## src/rtl/fp_mul_dispatch.sv

```systemverilog
// Operand FIFO and issue controller for a start/busy/done floating-point multiplier.
// Products (or a quiet-NaN timeout marker) are returned in request order on a valid/ready port.
module fp_mul_dispatch #(
  parameter int DEPTH   = 4,
  parameter int TIMEOUT = 64
) (
  input  logic                         clk,
  input  logic                         n_rst,
  input  logic                         req_valid,
  output logic                         req_ready,
  input  logic [31:0]                  req_op1,
  input  logic [31:0]                  req_op2,
  output logic                         mul_start,
  output logic [31:0]                  op1,
  output logic [31:0]                  op2,
  input  logic                         mul_busy,
  input  logic                         mul_done,
  input  logic [31:0]                  mul_result,
  output logic                         mul_serv,
  output logic                         res_valid,
  input  logic                         res_ready,
  output logic [31:0]                  res_data,
  output logic                         res_err,
  output logic [$clog2(DEPTH+1)-1:0]   q_count
);

  localparam int AW = $clog2(DEPTH);
  localparam int CW = $clog2(DEPTH+1);
  localparam int WW = $clog2(TIMEOUT+1);

  typedef enum logic [1:0] {
    S_IDLE  = 2'd0,
    S_ISSUE = 2'd1,
    S_WAIT  = 2'd2,
    S_HOLD  = 2'd3
  } state_t;

  state_t         state_q, state_d;
  logic [63:0]    mem_q [DEPTH];
  logic [AW-1:0]  wr_ptr_q, rd_ptr_q;
  logic [CW-1:0]  count_q;
  logic [31:0]    op1_q, op1_d, op2_q, op2_d;
  logic [31:0]    res_data_q, res_data_d;
  logic           res_err_q, res_err_d;
  logic [WW-1:0]  wd_q, wd_d;
  logic           push_s, pop_s, serv_s, ready_s;

  // Ready looks at the pre-pop count, so a full FIFO never accepts even while popping.
  assign ready_s = !n_rst && (count_q < CW'(DEPTH));
  assign push_s  = req_valid && ready_s;

  // Next-state, operand load, watchdog and result capture.
  always_comb begin
    state_d    = state_q;
    op1_d      = op1_q;
    op2_d      = op2_q;
    res_data_d = res_data_q;
    res_err_d  = res_err_q;
    wd_d       = wd_q;
    pop_s      = 1'b0;
    serv_s     = 1'b0;
    case (state_q)
      S_IDLE: begin
        if ((count_q != CW'(0)) && !mul_busy) begin
          state_d = S_ISSUE;
          pop_s   = 1'b1;
          op1_d   = mem_q[rd_ptr_q][63:32];
          op2_d   = mem_q[rd_ptr_q][31:0];
          wd_d    = WW'(0);
        end else begin
          state_d = S_IDLE;
        end
      end
      S_ISSUE: state_d = S_WAIT;
      S_WAIT: begin
        wd_d = wd_q + WW'(1);
        // A done arriving on the last allowed cycle still counts as a real result.
        if (mul_done) begin
          serv_s     = 1'b1;
          res_data_d = mul_result;
          res_err_d  = 1'b0;
          state_d    = S_HOLD;
        end else if (wd_q == WW'(TIMEOUT-1)) begin
          res_data_d = 32'h7FC0_0000;
          res_err_d  = 1'b1;
          state_d    = S_HOLD;
        end else begin
          state_d = S_WAIT;
        end
      end
      S_HOLD: begin
        if (res_ready) begin
          state_d = S_IDLE;
        end else begin
          state_d = S_HOLD;
        end
      end
      default: state_d = S_IDLE;
    endcase
  end

  // Controller and result registers.
  always_ff @(posedge clk or posedge n_rst) begin
    if (n_rst) begin
      state_q    <= S_IDLE;
      op1_q      <= 32'h0;
      op2_q      <= 32'h0;
      res_data_q <= 32'h0;
      res_err_q  <= 1'b0;
      wd_q       <= WW'(0);
    end else begin
      state_q    <= state_d;
      op1_q      <= op1_d;
      op2_q      <= op2_d;
      res_data_q <= res_data_d;
      res_err_q  <= res_err_d;
      wd_q       <= wd_d;
    end
  end

  // Circular operand buffer with occupancy counter.
  always_ff @(posedge clk or posedge n_rst) begin
    if (n_rst) begin
      wr_ptr_q <= AW'(0);
      rd_ptr_q <= AW'(0);
      count_q  <= CW'(0);
      for (int i = 0; i < DEPTH; i++) mem_q[i] <= 64'h0;
    end else begin
      if (push_s) begin
        mem_q[wr_ptr_q] <= {req_op1, req_op2};
        wr_ptr_q        <= wr_ptr_q + AW'(1);
      end
      if (pop_s) rd_ptr_q <= rd_ptr_q + AW'(1);
      case ({push_s, pop_s})
        2'b10:   count_q <= count_q + CW'(1);
        2'b01:   count_q <= count_q - CW'(1);
        default: count_q <= count_q;
      endcase
    end
  end

  assign req_ready = ready_s;
  assign mul_start = (state_q == S_ISSUE);
  assign mul_serv  = serv_s;
  assign res_valid = (state_q == S_HOLD);
  assign op1       = op1_q;
  assign op2       = op2_q;
  assign res_data  = res_data_q;
  assign res_err   = res_err_q;
  assign q_count   = count_q;

endmodule

```

## config.mk

```make
export PLATFORM = sky130hd
export DESIGN_NAME = fp_mul_dispatch
export DESIGN_NICKNAME = d
export VERILOG_FILES = /design/src/rtl/fp_mul_dispatch.sv
export SDC_FILE = /design/constraint.sdc
export NUM_CORES = 1
export LEC_CHECK = 0
export CAP_MARGIN = 10
export CELL_PAD_IN_SITES_DETAIL_PLACEMENT = 0
export CELL_PAD_IN_SITES_GLOBAL_PLACEMENT = 2
export CORE_ASPECT_RATIO = 0.9
export CORE_UTILIZATION = 35
export DETAILED_ROUTE_END_ITERATION = 10
export PLACE_DENSITY_LB_ADDON = 0.1
export SYNTH_ARGS = -nofsm -noshare
export SYNTH_HDL_FRONTEND = slang
export SYNTH_SLANG_ARGS = --single-unit
```

## constraint.sdc

```tcl
create_clock -name clk -period 36.9 [get_ports clk]
set_clock_uncertainty 0.1 [all_clocks]
set_input_delay 5.535 -clock clk [delete_from_list [all_inputs] [get_ports clk]]
set_output_delay 5.535 -clock clk [all_outputs]
set_load 0.01 [all_outputs]
```

; ---- Word level (Yosys, flattened, before mapping)
; Index checks and enable logic that the tools add are counted.
[totals]
out_inout_bits = 104
mem_count = 0
in_bits = 102
ram_bits = 0
rom_bits = 0
latchBits = 0
wordCells = 67
ff_bits = 369
[classes]
shift = 0
n_div = 0
multipliers = 0
mux = 22
n_eq_ne = 7
n_lt_le_gt_ge = 4
n_reduce_logical = 14
addsub = 5
bitwise = 2
[ops]
columns = cell, n
row1 = 256-bit bitwise mux, 1
row2 = 64-bit 2-to-1 mux, 3
row3 = 64-bit binary-select mux with 2-bit select, 1
row4 = 64-bit demux with 2-bit select, 1
row5 = 32-bit 2-to-1 mux, 2
row6 = 7-bit one-hot mux with 2 select lines, 1
row7 = 1-bit 2-to-1 mux, 9
row8 = 2-bit one-hot mux with 4 select lines, 1
row9 = 7-bit by 1-bit adder with 7-bit output (second input constant), 1
row10 = 7-bit by 6-bit equality test with 1-bit output (second input constant), 1
row11 = 7-bit 2-to-1 mux, 1
row12 = 2-bit equality test (second input constant), 3
row13 = 3-bit greater-or-equal comparator (second input constant), 2
row14 = 2-bit inverter with 3-bit output, 2
row15 = 3-bit one-hot mux with 2 select lines, 1
row16 = 2-bit AND reduction, 3
row17 = 2-bit nonzero test, 3
row18 = 2-bit by 1-bit adder with 2-bit output (second input constant), 2
row19 = 2-bit by 1-bit equality test with 1-bit output (second input constant), 2
row20 = 1-bit logical AND, 4
row21 = 3-bit by 1-bit adder with 3-bit output (second input constant), 1
row22 = 3-bit by 1-bit less-than comparator with 1-bit output (second input constant), 1
row23 = 3-bit less-than comparator (second input constant), 1
row24 = 3-bit nonzero test, 1
row25 = other kinds (5), 6

; ---- Longest topological paths before layout
; Gate-level depths: netlist (run 1).
[depth]
ltp_word = 6
ltp_mapped = 10
ltp_nobuf = 9

; ---- Least setup slack after synthesis (run 1)
; OpenSTA, ideal clock, no wires.
[synth_path]
path_type = input to output
startpoint = input port mul_done
endpoint = output port mul_serv
arrival_time_ns = 5.953
required_time_ns = 31.265
path_stages = 3
setup_slack_ns = 25.312
n_path_buf = 1
path_cell_list = nand2_1 inv_2 buf_2
[synth_between]
elab_chain_len = 2
[synth_lines]
columns = element, line_no
row1 = "start, declared", 17  ; input logic mul_done,
row2 = 1-bit 2-to-1 mux, 78  ; if (mul_done) begin
row3 = 1-bit 2-to-1 mux, 62  ; case (state_q)
row4 = "end, declared", 19  ; output logic mul_serv,
; Every way passes these cells.

; ---- Worst setup path after layout (run 1)
; Ends and elaborated chain as after synthesis.

==> results.tsv, run 1 <==
stage	metric	value	unit
outcome	outcome	complete, no violations	
logic_synthesis	Post-synth EDFFs	0	
global_route	vias in the first global route	9880	
route	final wirelength	37.33	mm
floorplanning	Starting Density	35.51	%
logic_synthesis	Mapped Cells	1117	
floorplanning	I/O pin count	206	
critical_path	CP Max Fanout	35	
clock_tree	post-CTS resize count	0	
logic_synthesis	Synthesized Nets	1226	
logic_synthesis	Post-Synth Adder-Cell Area	0.6070	%
logic_synthesis	Post-Syn Area per Cell	14.02	µm²
timing	max_slew headroom	29.47	%
placement	IO Port Bufs	205	
cells_and_area	commonest non-fill, non-tap cell in the layout	dfrtp_1	
pwr	Worst VDD drop	0.03939	mV
floorplanning	Die H	202.7	µm
pwr	Power Density	86.79	nW/µm²
logic_synthesis	cell accounting for the most synthesized area	dfrtp_1	
cells_and_area	area growth from synthesis to layout	24.73	%
floorplanning	Die Wd	225	µm
logic_synthesis	Compound-Gate Fraction of Synth Area	1.286	%
global_route	GR Overflow Total	0	
clock_tree	cts bufs inserted	43	
timing	Period minus WS final	13.12	ns
cells_and_area	register area	9241	µm²
logic_synthesis	Top FF cell, synth	dfrtp_1	
cells_and_area	Multi-input gate area	5913	µm²
timing	Max Clk Rate	76.19	MHz
route	Detailed Routing Iterations Pass 1	4	
cells_and_area	ant diodes	0	
timing	# setup viols final	0	
cells_and_area	nets	1422	
logic_synthesis	#FFs+latches synth	369	
logic_synthesis	simple-gate area share of the yosys netlist	7.732	%
critical_path	CP arrival	7.49	ns
route	post-DR wirelength/cell	19.21	µm
logic_synthesis	FFs w/ async S/R, synth	100.0	%
route	Vias	9308	
worst_hold_path	Hold Path Class	reg2reg	
placement	dpl hpwl	20.99	mm
logic_synthesis	Mapped Area	15670	µm²
cells_and_area	Fillers	4103	
cells_and_area	most frequent cells in the layout	dfrtp_1, mux2_2, nand2_1, clkdlybuf4s50_1, mux4_2	
route	DRC viols	0	
logic_synthesis	xor and xnor area share after synthesis	0.3914	%
cells_and_area	share of layout cells above drive strength 1	30.68	%
clock_tree	clock-pin slew on the worst setup and hold paths	0.05	ns
clock_tree	Post-CTS Hold Buffers	0	
pwr	overall power	1.696	mW
timing	TNS Setup	0	ns
logic_synthesis	Seq/Total Area, Yosys	58.95	%
timing	unrepaired setup endpoints after global routing	no	
global_route	largest net degree at the start of global routing	166	
critical_path	CP Class	in2out	
clock_tree	Clock Tree Buf Depth	3	
critical_path	Worst Setup End Kind	output pin	
clock_tree	CTS tree	built	
clock_tree	CTS HTree Levels	2	
placement	pre-CTS setup slack	23.72	ns
floorplanning	Die Area	45610	µm²
floorplanning	Site Rows	73	
route	Antenna Violating Nets Remaining	0	
placement	DP Cell Count	1868	
route	Initial DRC Count	475	
logic_synthesis	post-synth cell types	31	
global_route	initial antenna violation count	1	
logic_synthesis	multiplexer share of the synthesized area	27.60	%
critical_path	Worst EP required	31.27	ns
clock_tree	setup bufs post-CTS	0	
pwr	leakage power	8.452	nW
placement	GP Congestion	0.7048	
timing	fin crit share	35.57	%
clock_tree	Clock Root Buffer	clkbuf_16	
logic_synthesis	largest cells by area after synthesis	dfrtp_1, mux2_2, mux4_2, nand2_1, buf_6	
clock_tree	worst-skew pair later-pin latency	0.56	ns
cells_and_area	Final Non-Filler Cells	1943	
run	Max Cap Viol	0	
timing	Tightest Pin Transition	1.058	ns
clock_tree	clock sink count	369	
global_route	first-pass GRT wire length	59.80	mm
logic_synthesis	largest family of logic cells by synthesized area	multiplexers	
global_route	Global Route Usage Sum	17.08	%
route	Via density	4.791	
logic_synthesis	top-area cell type share of the netlist area	58.95	%
timing	min setup slack post-route	23.78	ns
critical_path	startpoint types	input pin	
timing	fin. max-slew vios	0	
logic_synthesis	Yosys warning total	0	
timing	Hold Fails Final Rpt	0	
floorplanning	core area	44120	µm²
## worst paths after layout
kind	from	to	slack [ns]	depth (start not counted)
max	mul_done	mul_serv	23.78	5
min	op2[18]	op2[18]	0.37	2
max reg2reg	state_q[1]	q_count[2]	33.96	9
min reg2reg	op2[18]	op2[18]	0.37	2
max in group asynchronous	n_rst	mem_q[124]	29.59	3
min in group asynchronous	n_rst	mem_q[237]	5.55	2
## routing by layer
layer / part of all wire (%) / GRT usage (%) / up-vias
li1: - / - / 4275
met1: 46 / 23.20 / 4842
met2: 48 / 27.47 / 142
met3: 4.3 / 3.415 / 47
met4: 1.9 / 5.394 / 2
met5: 0.035 / 0 / -
## Yosys cell counts (2+ instances only)
cell      count
xor2_1        3
buf_2        15
dfrtp_1     369
nor2_1       26
xnor2_1       4
buf_6        24
mux2_2      256
nor2b_1       2
and2_1        2
clkbuf_1      9
a21oi_1       3
nand2_1     245
mux4_2       64
o21ai_0      30
a21o_1        2
nand4_1       3
and3_1        5
nand3_1       3
nor3_1       12
buf_4        14
inv_1         8
buf_1         3
inv_2         2
ha_1          6
## metrics by stage
step	area [µm²]	utilization, %	hold slack [ns]
after floorplan	15670	-	0.3572
after global placement	18100	41.04	0.3586
after detailed placement	18100	41.04	0.3614
after global routing	19540	44.29	0.3915
after CTS	19540	44.29	0.3769
final	19540	44.29	0.3687
## area by class of cell
cell class / instances / area share (%)
sequential: 369 / 47.30
clock inverter: 10 / 0.5251
tap: 600 / 3.842
timing repair buffer: 217 / 11.03
clock buffer: 65 / 6.814
inverter: 10 / 0.2305
multi-input combinational: 672 / 30.26
## cell families (layout without fill, tap and decap cells)
logic type,after synthesis,after routing
AND/OR/NAND/NOR,302,302
multiplexers,320,320
flip-flops,369,369
buffers and inverters,76,302
adder cells (fa/ha/maj),7,7
AO/OA/AOI/OAI,36,36
XOR/XNOR,7,7
## sequential cells by signal, indices dropped and copies added, names as in the netlist
name,count
q_count,3
res_data,32
op2,32
op1,32
wr_ptr_q,2
wd_q,7
state_q,2
rd_ptr_q,2
res_err,1
mem_q,256
## report_power, final
group	internal (mW)	switching [mW]	total [mW]
logic	0.342	0.213	0.554
registers	0.598	0.115	0.713
clock network	0.261	0.167	0.428
## worst max-delay path, cell delays in order
cell	delay, ns
clkdlybuf4s50_1	0.46
nand2_1	0.05
buf_4	0.26
inv_2	0.50
clkdlybuf4s50_1	0.66
Power figures use the tool's default switching activity.
==> run 2: changes to the inputs <==
Clock period 36.9 ns to 12.2 ns, I/O delays scaled along.
==> results.tsv, run 2 (synthesized netlist as in run 1, its figures left out) <==
stage	metric	value	unit	change
clock_tree	clock sink count	369		unchanged
clock_tree	cts bufs inserted	42		-2.3%
outcome	outcome	complete, no violations		
clock_tree	Clock Root Buffer	clkbuf_16		
cells_and_area	nets	1421		-0.070%
floorplanning	Die H	202.7	µm	unchanged
pwr	overall power	5.092	mW	+200%
timing	max_slew headroom	30.05	%	+0.58 points
critical_path	CP Depth	5		unchanged
critical_path	CP Class	in2out		
cells_and_area	commonest non-fill, non-tap cell in the layout	dfrtp_1		
route	final wirelength	37.11	mm	-0.59%
global_route	largest net degree at the start of global routing	165		-0.60%
global_route	first-pass GRT wire length	59.23	mm	-0.96%
pwr	leakage power	8.420	nW	-0.38%
global_route	busiest grt layer	met2		
timing	min setup slack post-route	6.506	ns	-17.27 ns
global_route	initial antenna violation count	1		unchanged
route	Via density	4.786		about the same
cells_and_area	ant diodes	0		unchanged
cells_and_area	Final Non-Filler Cells	1943		unchanged
worst_hold_path	Hold Path Class	reg2reg		
timing	Tightest Pin Transition	1.049	ns	-0.008747 ns
critical_path	critical path's slowest cell	clkdlybuf4s50_1		
placement	DP Cell Count	1868		unchanged
run	Max Cap Viol	0		unchanged
route	DRC viols	0		unchanged
cells_and_area	Biggest register	mem_q		
critical_path	max incr delay on CP	0.66	ns	about the same
critical_path	CP Max Fanout	35		unchanged
cells_and_area	area growth from synthesis to layout	24.32	%	
critical_path	Worst Setup End Kind	output pin		
pwr	Power Density	261.5	nW/µm²	+200%
clock_tree	CTS tree	built		
critical_path	startpoint types	input pin		
critical_path	CP arrival	3.76	ns	-3.73 ns
timing	Period minus WS final	5.694	ns	
timing	unrepaired setup endpoints after global routing	no		
clock_tree	Clock Tree Buf Depth	3		unchanged
placement	IO Port Bufs	205		unchanged
route	Detailed Routing Iterations Pass 1	4		unchanged
route	Vias	9300		-0.086%
critical_path	CP most frequent cell	clkdlybuf4s50_1		
route	Initial DRC Count	532		+12%
clock_tree	CTS HTree Levels	2		unchanged
timing	Hold Fails Final Rpt	0		unchanged
timing	Max Clk Rate	175.6	MHz	
clock_tree	post-CTS resize count	0		unchanged
critical_path	flop-to-flop setup slack	9.50	ns	-24.46 ns
timing	TNS Setup	0	ns	unchanged
worst_hold_path	Worst Hold Depth	2		unchanged
clock_tree	worst-skew pair later-pin latency	0.56	ns	about the same
global_route	Global Route Usage Sum	16.80	%	-0.28 points
critical_path	Worst EP required	10.27	ns	-21.00 ns
clock_tree	clock-pin slew on the worst setup and hold paths	0.06	ns	about the same
cells_and_area	post-layout util	44.14	%	-0.14 points
floorplanning	core area	44120	µm²	unchanged
placement	dpl hpwl	20.56	mm	-2.1%
floorplanning	Site Rows	73		unchanged
floorplanning	Die Area	45610	µm²	unchanged
cells_and_area	share of layout cells above drive strength 1	30.31	%	-0.37 points
clock_tree	setup bufs post-CTS	0		unchanged
clock_tree	Post-CTS Hold Buffers	0		unchanged
timing	fin. max-slew vios	0		unchanged
critical_path	Worst path top cell family by delay	buffers and inverters		
cells_and_area	most frequent cells in the layout	dfrtp_1, mux2_2, nand2_1, clkdlybuf4s50_1, mux4_2		
critical_path	Worst R2R Path Depth	4		-5
floorplanning	Starting Density	35.51	%	unchanged
critical_path	cell-by-cell trace of the critical path	clkdlybuf4s50_1, nand2_1, buf_4, inv_2, clkdlybuf4s50_1		
cells_and_area	Largest register FFs	256		unchanged
route	post-DR wirelength/cell	19.10	µm	-0.59%
pwr	Worst VDD drop	0.1111	mV	+180%
placement	pre-CTS setup slack	6.460	ns	-17.26 ns
global_route	GRT met3 Usage	3.444	%	+0.029 points
timing	# setup viols final	0		unchanged
global_route	vias in the first global route	9876		-0.040%
floorplanning	I/O pin count	206		unchanged
route	Antenna Violating Nets Remaining	0		unchanged
timing	fin crit share	46.68	%	
global_route	met1 GRT Util	22.83	%	-0.37 points
global_route	GRT met2 Usage	27.00	%	-0.47 points
critical_path	worst path bufs/invs	4		unchanged
floorplanning	Die Wd	225	µm	unchanged
global_route	GR Overflow Total	0		unchanged
placement	GP Congestion	0.6906		-2.0%
run 2: power breakdown:
| part | total [mW] | switching [mW] | internal [mW] | leakage, nW |
|---|---|---|---|---|
| clock network | 1.26 | 0.504 | 0.759 | 0.680 |
| registers | 2.16 | 0.353 | 1.81 | 4.54 |
| logic | 1.67 | 0.634 | 1.03 | 3.20 |
run 2: metrics by stage:
| stage | hold WS (ns) | instance area (µm²) |
|---|---|---|
| floorplan | 0.3572 | 15670 |
| global placement | 0.3585 | 18100 |
| detailed placement | 0.3612 | 18100 |
| CTS | 0.3763 | 19470 |
| global route | 0.3859 | 19470 |
| finish | 0.3701 | 19470 |
run 2: final timing paths:
kind | from | to
worst max-delay path | mul_done | mul_serv
worst min-delay path | op1[18] | op1[18]
worst max register to register | q_count[2] | mem_q[52]
worst min register to register | op1[18] | op1[18]
max in group asynchronous | n_rst | rd_ptr_q[1]
min in group asynchronous | n_rst | mem_q[105]
run 2: layer usage:
metal / up-vias / wire [µm]
li1: 4290 / -
met1: 4832 / 17150
met2: 129 / 17740
met3: 47 / 1503
met4: 2 / 710
met5: - / 13
run 2: final cells by class:
type,count,area (µm²)
well taps,600,750.7
multi-input cells,672,5913
inverters,10,45.04
fillers,4090,24640
clock buffers,63,1231
repair buffers,217,2155
clock inverters,12,138.9
flip-flops and latches,369,9241
run 2: tightest hold or removal path, delay by kind of cell, from the launching register on:
family        cells  cell delay [ns]
simple gates      2             0.10
flops             1             0.34
==> run 3: changes to the inputs <==
Clock period 12.2 ns to 4.69 ns, I/O delays scaled along.
==> results.tsv, run 3 (synthesized netlist as in run 1, its figures left out) <==
stage	metric	value	unit	change
outcome	outcome	complete, no violations		
route	post-DR wirelength/cell	18.93	µm	-0.91%
route	Detailed Routing Iterations Pass 1	4		unchanged
clock_tree	clock-pin slew on the worst setup and hold paths	0.06	ns	about the same
cells_and_area	Largest register FFs	256		unchanged
route	Vias	9410		+1.2%
critical_path	startpoint types	input pin		
global_route	initial antenna violation count	0		-1
worst_hold_path	Hold Path Class	reg2reg		
critical_path	r2r startpoint	rd_ptr_q[1]		
route	DRC viols	0		unchanged
route	final wirelength	36.93	mm	-0.50%
clock_tree	clock sink count	369		unchanged
critical_path	Worst Setup End Kind	output pin		
timing	TNS Setup	0	ns	unchanged
global_route	GR Overflow Total	0		unchanged
cells_and_area	Biggest register	mem_q		
cells_and_area	most frequent cells in the layout	dfrtp_1, mux2_2, nand2_1, clkdlybuf4s50_1, mux4_2		
floorplanning	Starting Density	35.51	%	unchanged
global_route	vias in the first global route	10025		+1.5%
cells_and_area	area growth from synthesis to layout	25.39	%	
timing	# setup viols final	0		unchanged
cells_and_area	Fillers	4056		-0.83%
floorplanning	core area	44120	µm²	unchanged
clock_tree	worst-skew pair later-pin latency	0.54	ns	-0.02 ns
cells_and_area	share of layout cells above drive strength 1	31.09	%	+0.78 points
global_route	first-pass GRT wire length	59.33	mm	+0.18%
critical_path	Worst R2R Path Depth	4		unchanged
critical_path	Worst R2R End	op2[14]		
pwr	Worst VDD drop	0.3001	mV	+170%
placement	Post-Place Cell Area	18240	µm²	+0.75%
timing	Hold Slack	0.3735	ns	+0.003389 ns
worst_hold_path	Worst Hold Depth	2		unchanged
floorplanning	I/O pin count	206		unchanged
clock_tree	post-CTS resize count	0		unchanged
pwr	leakage power	8.497	nW	+0.91%
run	Max Cap Viol	0		unchanged
critical_path	crit path from	n_rst		
clock_tree	Post-CTS Hold Buffers	0		unchanged
placement	GP Congestion	0.6982		+1.1%
floorplanning	Die Area	45610	µm²	unchanged
global_route	Global Route Usage Sum	16.71	%	-0.087 points
timing	unrepaired setup endpoints after global routing	no		
clock_tree	setup bufs post-CTS	0		unchanged
timing	Period minus WS final	3.071	ns	
critical_path	crit path to	req_ready		
floorplanning	Die H	202.7	µm	unchanged
critical_path	CP Max Fanout	6		-83%
floorplanning	Die Wd	225	µm	unchanged
clock_tree	Clock Tree Buf Depth	3		unchanged
cells_and_area	Design Area, Final	19640	µm²	+0.86%
critical_path	flop-to-flop setup slack	2.16	ns	-7.34 ns
route	Antenna Violating Nets Remaining	0		unchanged
route	Initial DRC Count	344		-35%
clock_tree	CTS HTree Levels	2		unchanged
critical_path	CP Class	in2out		
placement	DP Cell Count	1875		+0.37%
cells_and_area	commonest non-fill, non-tap cell in the layout	dfrtp_1		
cells_and_area	ant diodes	0		unchanged
timing	Tightest Pin Transition	1.074	ns	+0.02513 ns
route	Via density	4.823		+0.77%
clock_tree	cts bufs inserted	42		unchanged
placement	dpl hpwl	22.29	mm	+8.4%
clock_tree	CTS tree	built		
cells_and_area	nets	1428		+0.49%
pwr	Power Density	677.5	nW/µm²	+160%
timing	fin. max-slew vios	0		unchanged
critical_path	CP arrival	2.27	ns	-1.49 ns
placement	IO Port Bufs	205		unchanged
clock_tree	Clock Root Buffer	clkbuf_16		
global_route	largest net degree at the start of global routing	89		-46%
timing	fin crit share	65.47	%	
timing	Max Clk Rate	325.7	MHz	
timing	Hold Fails Final Rpt	0		unchanged
cells_and_area	Final Non-Filler Cells	1951		+0.41%
floorplanning	Site Rows	73		unchanged
timing	max_slew headroom	28.38	%	-1.7 points
critical_path	Worst EP required	3.89	ns	-6.38 ns
-- run 3: changes by cell type in the layout (fill, tap and decap cells not counted) --
cell / before / now
clkbuf_8: 8 / 16
clkinvlp_4: 0 / 1
inv_8: 1 / 0
bufinv_16: 3 / 1
clkbuf_1: 12 / 7
buf_12: 1 / 8
-- run 3: through the flow --
| stage | utilization, % | total power, mW | setup WS [ns] |
|---|---|---|---|
| CTS | 44.52 | 13.55 | 1.569 |
| floorplan | - | 8.535 | -1.066 |
| finish | 44.52 | 13.31 | 1.619 |
| global placement | 41.35 | 10.09 | 1.505 |
| detailed placement | 41.35 | 10.18 | 1.438 |
| global route | 44.52 | 14.20 | 1.505 |
-- run 3: critical path, stage by stage --
cell	delay [ns]
clkdlybuf4s50_1	0.53
nor2_1	0.35
clkdlybuf4s50_1	0.67
-- run 3: worst min-delay path by stage --
| stage | slack [ns] | endpoint | start |
|---|---|---|---|
| 2_1_floorplan | 0.36 | wd_q[5] | wd_q[5] |
| 3_3_place_gp | 0.36 | op1[17] | op1[17] |
| 3_5_place_dp | 0.36 | op2[6] | op2[6] |
| 4_1_cts | 0.38 | op1[17] | op1[17] |
| 5_1_grt | 0.40 | op2[6] | op2[6] |
| 6_report | 0.37 | op1[3] | op1[3] |
-- run 3: area by class of cell --
type | instances | area, µm² | share of cell area [%]
multi-input cells | 672 | 5913 | 30.10
flip-flops and latches | 369 | 9241 | 47.05
inverters | 10 | 41.29 | 0.2102
clock buffers | 66 | 1323 | 6.733
repair buffers | 224 | 2295 | 11.68
clock inverters | 10 | 78.83 | 0.4013
well taps | 600 | 750.7 | 3.822
-- run 3: layer usage --
layer,track usage [%],wire [µm],vias up
met3,2.836,1441,46
met5,0,0,-
met2,26.88,17750,142
li1,-,-,4298
met1,23.63,17140,4924
met4,3.766,592,0
-- run 3: power breakdown --
group / total [mW] / internal (mW) / switching (mW)
registers: 5.69 / 4.70 / 0.982
clock network: 3.29 / 1.98 / 1.30
logic: 4.34 / 2.72 / 1.62
